### src/rtl/load_store_unit.sv
// rtl/load_store_unit.sv - byte/halfword/word load-store unit for a 128-byte big-endian word memory
// Sub-word stores are read-modify-write: READ captures the merged word, WRITE drives it.
module load_store_unit (
  input  logic        CLK,
  input  logic        Reset,
  input  logic        req,
  input  logic        we,
  input  logic [1:0]  size,
  input  logic        sext,
  input  logic [31:0] addr,
  input  logic [31:0] wdata,
  output logic        ready,
  output logic        done,
  output logic        err,
  output logic [31:0] rdata,
  output logic        MemRead,
  output logic        MemWrite,
  output logic [31:0] DataAddr,
  output logic [31:0] writeData,
  input  logic [31:0] readData
);

  typedef enum logic [1:0] {IDLE, READ, WRITE, DONE} state_t;

  state_t      state;
  logic        we_q;
  logic [1:0]  size_q;
  logic        sext_q;
  logic [6:0]  addr_q;
  logic [15:0] wdata_q;
  logic [31:0] word_q;
  logic        bad;

  function automatic logic [31:0] load_lane(input logic [31:0] word, input logic [1:0] sz,
                                            input logic sx, input logic [1:0] off);
    logic [7:0]  b;
    logic [15:0] h;
    logic [31:0] r;
    case (off)
      2'd0:    b = word[31:24];
      2'd1:    b = word[23:16];
      2'd2:    b = word[15:8];
      default: b = word[7:0];
    endcase
    h = off[1] ? word[15:0] : word[31:16];
    case (sz)
      2'b00:   r = {{24{sx & b[7]}}, b};
      2'b01:   r = {{16{sx & h[15]}}, h};
      default: r = word;
    endcase
    return r;
  endfunction

  function automatic logic [31:0] merge_lane(input logic [31:0] word, input logic [1:0] sz,
                                             input logic [1:0] off, input logic [15:0] d);
    logic [31:0] r;
    r = word;
    if (sz == 2'b00) begin
      case (off)
        2'd0:    r[31:24] = d[7:0];
        2'd1:    r[23:16] = d[7:0];
        2'd2:    r[15:8]  = d[7:0];
        default: r[7:0]   = d[7:0];
      endcase
    end else if (off[1]) begin
      r[15:0] = d;
    end else begin
      r[31:16] = d;
    end
    return r;
  endfunction

  assign bad = (size == 2'b11) ||
               (size == 2'b01 && addr[0]) ||
               (size == 2'b10 && addr[1:0] != 2'b00) ||
               (addr[31:7] != 25'd0);

  always_ff @(posedge CLK or negedge Reset) begin
    if (!Reset) begin
      state   <= IDLE;
      err     <= 1'b0;
      rdata   <= 32'd0;
      we_q    <= 1'b0;
      size_q  <= 2'b00;
      sext_q  <= 1'b0;
      addr_q  <= 7'd0;
      wdata_q <= 16'd0;
      word_q  <= 32'd0;
    end else begin
      case (state)
        IDLE: begin
          if (req) begin
            we_q    <= we;
            size_q  <= size;
            sext_q  <= sext;
            addr_q  <= addr[6:0];
            wdata_q <= wdata[15:0];
            if (bad) begin
              err   <= 1'b1;
              rdata <= 32'd0;
              state <= DONE;
            end else if (we && size == 2'b10) begin
              word_q <= wdata;
              state  <= WRITE;
            end else begin
              state <= READ;
            end
          end
        end
        READ: begin
          if (we_q) begin
            word_q <= merge_lane(readData, size_q, addr_q[1:0], wdata_q);
            state  <= WRITE;
          end else begin
            rdata <= load_lane(readData, size_q, sext_q, addr_q[1:0]);
            err   <= 1'b0;
            state <= DONE;
          end
        end
        WRITE: begin
          rdata <= 32'd0;
          err   <= 1'b0;
          state <= DONE;
        end
        default: state <= IDLE;
      endcase
    end
  end

  // Memory strobes come straight from the state register so reset drops them at once.
  assign ready     = (state == IDLE);
  assign done      = (state == DONE);
  assign MemRead   = (state == READ);
  assign MemWrite  = (state == WRITE);
  assign DataAddr  = (MemRead || MemWrite) ? {25'd0, addr_q[6:2]} : 32'd0;
  assign writeData = MemWrite ? word_q : 32'd0;

endmodule

### config.mk
export PLATFORM = sky130hd
export DESIGN_NAME = load_store_unit
export DESIGN_NICKNAME = d
export VERILOG_FILES = /design/src/rtl/load_store_unit.sv
export SDC_FILE = /design/constraint.sdc
export NUM_CORES = 1
export LEC_CHECK = 0
export ABC_AREA = 1
export BUFFER_PORTS_ARGS = -buffer_cell sky130_fd_sc_hd__buf_2
export CELL_PAD_IN_SITES_DETAIL_PLACEMENT = 1
export CELL_PAD_IN_SITES_GLOBAL_PLACEMENT = 1
export CORE_ASPECT_RATIO = 1.75
export CORE_MARGIN = 5
export CORE_UTILIZATION = 39
export CTS_CLUSTER_DIAMETER = 120
export DETAILED_ROUTE_END_ITERATION = 8
export GPL_TIMING_DRIVEN = 0
export PLACE_DENSITY_LB_ADDON = 0.1
export SETUP_SLACK_MARGIN = 0.3
export SLEW_MARGIN = 0
export SYNTH_ARGS = -nofsm -noshare
export SYNTH_HDL_FRONTEND = slang
export SYNTH_SLANG_ARGS = --single-unit
### constraint.sdc
create_clock -name CLK -period 3.2 [get_ports CLK]
set_clock_uncertainty 0.05 [all_clocks]
set_input_delay 0.64 -clock CLK [delete_from_list [all_inputs] [get_ports CLK]]
set_output_delay 0.64 -clock CLK [all_outputs]
set_load 0.02 [all_outputs]
==> flow_metrics.env <==
export IMPL_num_rows=63
export IMPL_cts_hold_buf=0
export IMPL_worst_hold_slack_ps=238.7
export IMPL_design_die_area_sq_um=19790
export IMPL_worstPathMaxFanout=10
export IMPL_power_density_nw_per_um2=1067
export IMPL_grt_pass1_vias=8047
export IMPL_areaGrowthSynthToFinish_pct=24.58
export IMPL_finalCriticalPeriod_ps=2667
export IMPL_drive_gt1_frac=0.2466
export IMPL_fmax_mhz=375.0
export IMPL_dp_hpwl_microns=21310
export IMPL_yosys_cell_types_count=26
export IMPL_synth_top_family_by_area="simple AND/OR/NAND/NOR gates"
export IMPL_cap_violations=0
export IMPL_synth_avg_cell_area_sq_um=6.506
export IMPL_synth_mux_area_frac=0.01360
export IMPL_status="finished, final reports clean"
export IMPL_critical_path_arrival_ps=1980
export IMPL_synth_seq_cells=94
export IMPL_grt_pass1_wl_microns=41430
export IMPL_critPathCaptureType="output port"
export IMPL_synth_xor_area_frac=0
export IMPL_drc=0
export IMPL_grt_usage=0.2708
export IMPL_clkSlewWorstSetupHoldPaths_ps=70
export IMPL_die_height_microns=182.4
export IMPL_dr_pass1_iters=4
export IMPL_vias_per_cell=5.040
export IMPL_fin_nets=1339
export IMPL_routedWlPerCell_microns=17.84
export IMPL_core_area_sq_um=16870
export IMPL_synth_compound_area_frac=0.1143
export IMPL_cp_start_kind="flop"
export IMPL_rsz0062_at_grt="no"
export IMPL_worstMarginPinSlew_ps=759.9
export IMPL_insertedDiodeCount=0
export IMPL_start_util=0.3926
export IMPL_hold_path_class="in2async"
export IMPL_combPwrFrac=0.611
export IMPL_finalSetupViolCount=0
export IMPL_num_vias=7378
export IMPL_ant_nets=0
export IMPL_yosysWarnings=0
export IMPL_slew_viol_final=0
export IMPL_grt_max_degree=49
export IMPL_grt_ovfl_total=0
export IMPL_place_gp_congestion=0.9478
export IMPL_cts_buffer_depth=2
export IMPL_cp_required_ps=2510
export IMPL_p_seq_frac=0.250
export IMPL_crit_type="reg2out"
export IMPL_clockRootBuffer="clkbuf_16"
export IMPL_cts_max_level=3
export IMPL_drt_iter0_markers=252
export IMPL_power_switching_mw=4.685
export IMPL_nFillCells=2377
export IMPL_yosysSeqAreaShare=0.3552
export IMPL_max_slew_margin_rel=0.4934
export IMPL_cts_buffers_inserted=9
export IMPL_antenna_found_initial=0
export IMPL_period_share=0.8334
export IMPL_cts_tree="built"
export IMPL_numPortBuffers=176
export IMPL_clock_power_share=0.138
export IMPL_clock_latency_ps=360
export IMPL_total_leakage_power_nw=4.791
export IMPL_syn_instance_count=1018
export IMPL_totalWireLength_microns=26120
export IMPL_die_w_microns=108.5
export IMPL_tns_ps=0
export IMPL_cts_sinks=94
export IMPL_p_int_mw=4.119
export IMPL_synthAdderAreaFrac=0.007557
export IMPL_num_io_pins=204
export IMPL_vdd_ir_drop_max_mv=0.4129
export IMPL_synth_area_sq_um=6623
export IMPL_switching_share=0.5322
export IMPL_synthSimpleGateAreaFrac=0.3799
export IMPL_hold_viol_final=0
[state kept, by name, summed over array words and instances, names as in the netlist]
name     cells
addr_q       7
err          1
word_q      32
rdata       32
sext_q       1
wdata_q     16
we_q         1
size_q       2
state        2
[through the flow]
stage / utilization / instances / setup WS, ps / instance area (sq um) / total power [mW]
after floorplan: - / 1044 / 1064 / 6720 / 5.790
after global placement: 0.4674 / 1447 / 465.4 / 7885 / 7.474
after detailed placement: 0.4692 / 1448 / 693.4 / 7915 / 7.609
after CTS: 0.4889 / 1464 / 313.2 / 8247 / 8.867
after global routing: 0.4891 / 1464 / 341.5 / 8250 / 9.573
final: 0.4891 / 1464 / 533.1 / 8250 / 8.804
[routing by layer]
layer  vias up  track usage  routed length (microns)
met5         -            0                        0
met4         0       0.1466                     1436
met1      3461       0.2834                     9453
li1       3619            -                        -
met2       226       0.5105                    13930
met3        72      0.03150                     1291
[final timing paths]
kind                            slack, ps      endpoint  depth (start not counted)        from
worst min-delay path                  240     rdata[13]                          1       Reset
worst max register to register        850    word_q[29]                          9    state[1]
worst min register to register        420    word_q[27]                          2  word_q[27]
worst max-delay path                  530  writeData[9]                          7    state[0]
min in group CLK                      420    word_q[27]                          2  word_q[27]
max in group asynchronous            2190    word_q[28]                          2       Reset
[power groups by stage]
| stage | clock network, mW | logic [mW] | registers [mW] |
|---|---|---|---|
| global route | 1.28 | 6.03 | 2.26 |
| floorplan | 0 | 3.52 | 2.27 |
| CTS | 1.24 | 5.43 | 2.20 |
| finish | 1.22 | 5.38 | 2.20 |
| detailed placement | 0 | 5.39 | 2.22 |
| global placement | 0 | 5.27 | 2.20 |
[cell usage after synthesis]
cell	count	area share
buf_6	4	0.0068
o21ai_1	2	0.0015
nor3_4	1	0.0025
buf_1	2	0.0011
clkbuf_1	27	0.015
ha_1	4	0.0076
a211oi_2	1	0.0019
inv_1	82	0.046
nor2_1	37	0.021
dfrtp_1	94	0.36
mux2_2	8	0.014
a21oi_1	13	0.0098
conb_1	1	0.00057
nand3_2	1	0.0015
a21oi_2	21	0.028
nor2_2	3	0.0028
o22ai_1	2	0.0019
nand2_1	394	0.22
nand3_4	1	0.0026
nand2_2	4	0.0038
o21ai_0	78	0.059
inv_2	7	0.0040
o211ai_1	11	0.012
buf_4	30	0.034
nand3_1	162	0.12
buf_2	28	0.021
[worst max-delay path, stage by stage (launching register included)]
cell and delay [ps]:
dfrtp_1 420, inv_1 100, ha_1 170, clkbuf_2 250
clkbuf_1 350, nand2_1 100, inv_1 70, buf_2 150
[layout by cell type, fill, tap and decap left out]
| master | n |
|---|---|
| a211oi_2 | 1 |
| a21oi_1 | 13 |
| a21oi_2 | 21 |
| buf_1 | 2 |
| buf_16 | 1 |
| buf_2 | 203 |
| buf_4 | 31 |
| buf_6 | 4 |
| bufinv_16 | 2 |
| clkbuf_1 | 24 |
| clkbuf_16 | 9 |
| clkbuf_2 | 3 |
| clkbuf_8 | 1 |
| clkinv_2 | 1 |
| clkinvlp_4 | 1 |
| conb_1 | 27 |
| dfrtp_1 | 94 |
| ha_1 | 4 |
| inv_1 | 82 |
| inv_2 | 7 |
| inv_6 | 1 |
| inv_8 | 1 |
| mux2_2 | 8 |
| nand2_1 | 394 |
| nand2_2 | 4 |
| nand3_1 | 162 |
| nand3_2 | 1 |
| nand3_4 | 1 |
| nor2_1 | 37 |
| nor2_2 | 3 |
| nor3_4 | 1 |
| o211ai_1 | 11 |
| o21ai_0 | 78 |
| o21ai_1 | 2 |
| o22ai_1 | 2 |
[cell families after synthesis]
logic type               count (synthesis)
AO/OA/AOI/OAI                          128
adder cells (fa/ha/maj)                  4
buffers and inverters                  180
flip-flops                              94
multiplexers                             8
other                                    1
AND/OR/NAND/NOR                        603
[what timing repair did]
| action | in CTS | in global routing |
|---|---|---|
| endpoints found under the setup margin | 0 | 30 |
| buffers inserted | 0 | 0 |
| resized for setup | 0 | 6 |
[final cells by class]
class | instances | area [sq um] | area share
Sequential cell | 94 | 2352 | 0.2851
Clock buffer | 10 | 239.0 | 0.02897
Multi-Input combinational cell | 770 | 3515 | 0.4260
Buffer | 91 | 523.0 | 0.06339
Clock inverter | 6 | 92.59 | 0.01122
Inverter | 89 | 334.1 | 0.04049
Tap cell | 227 | 284.0 | 0.03443
Timing Repair Buffer | 177 | 910.9 | 0.1104
(Power assumes the default switching activity.)
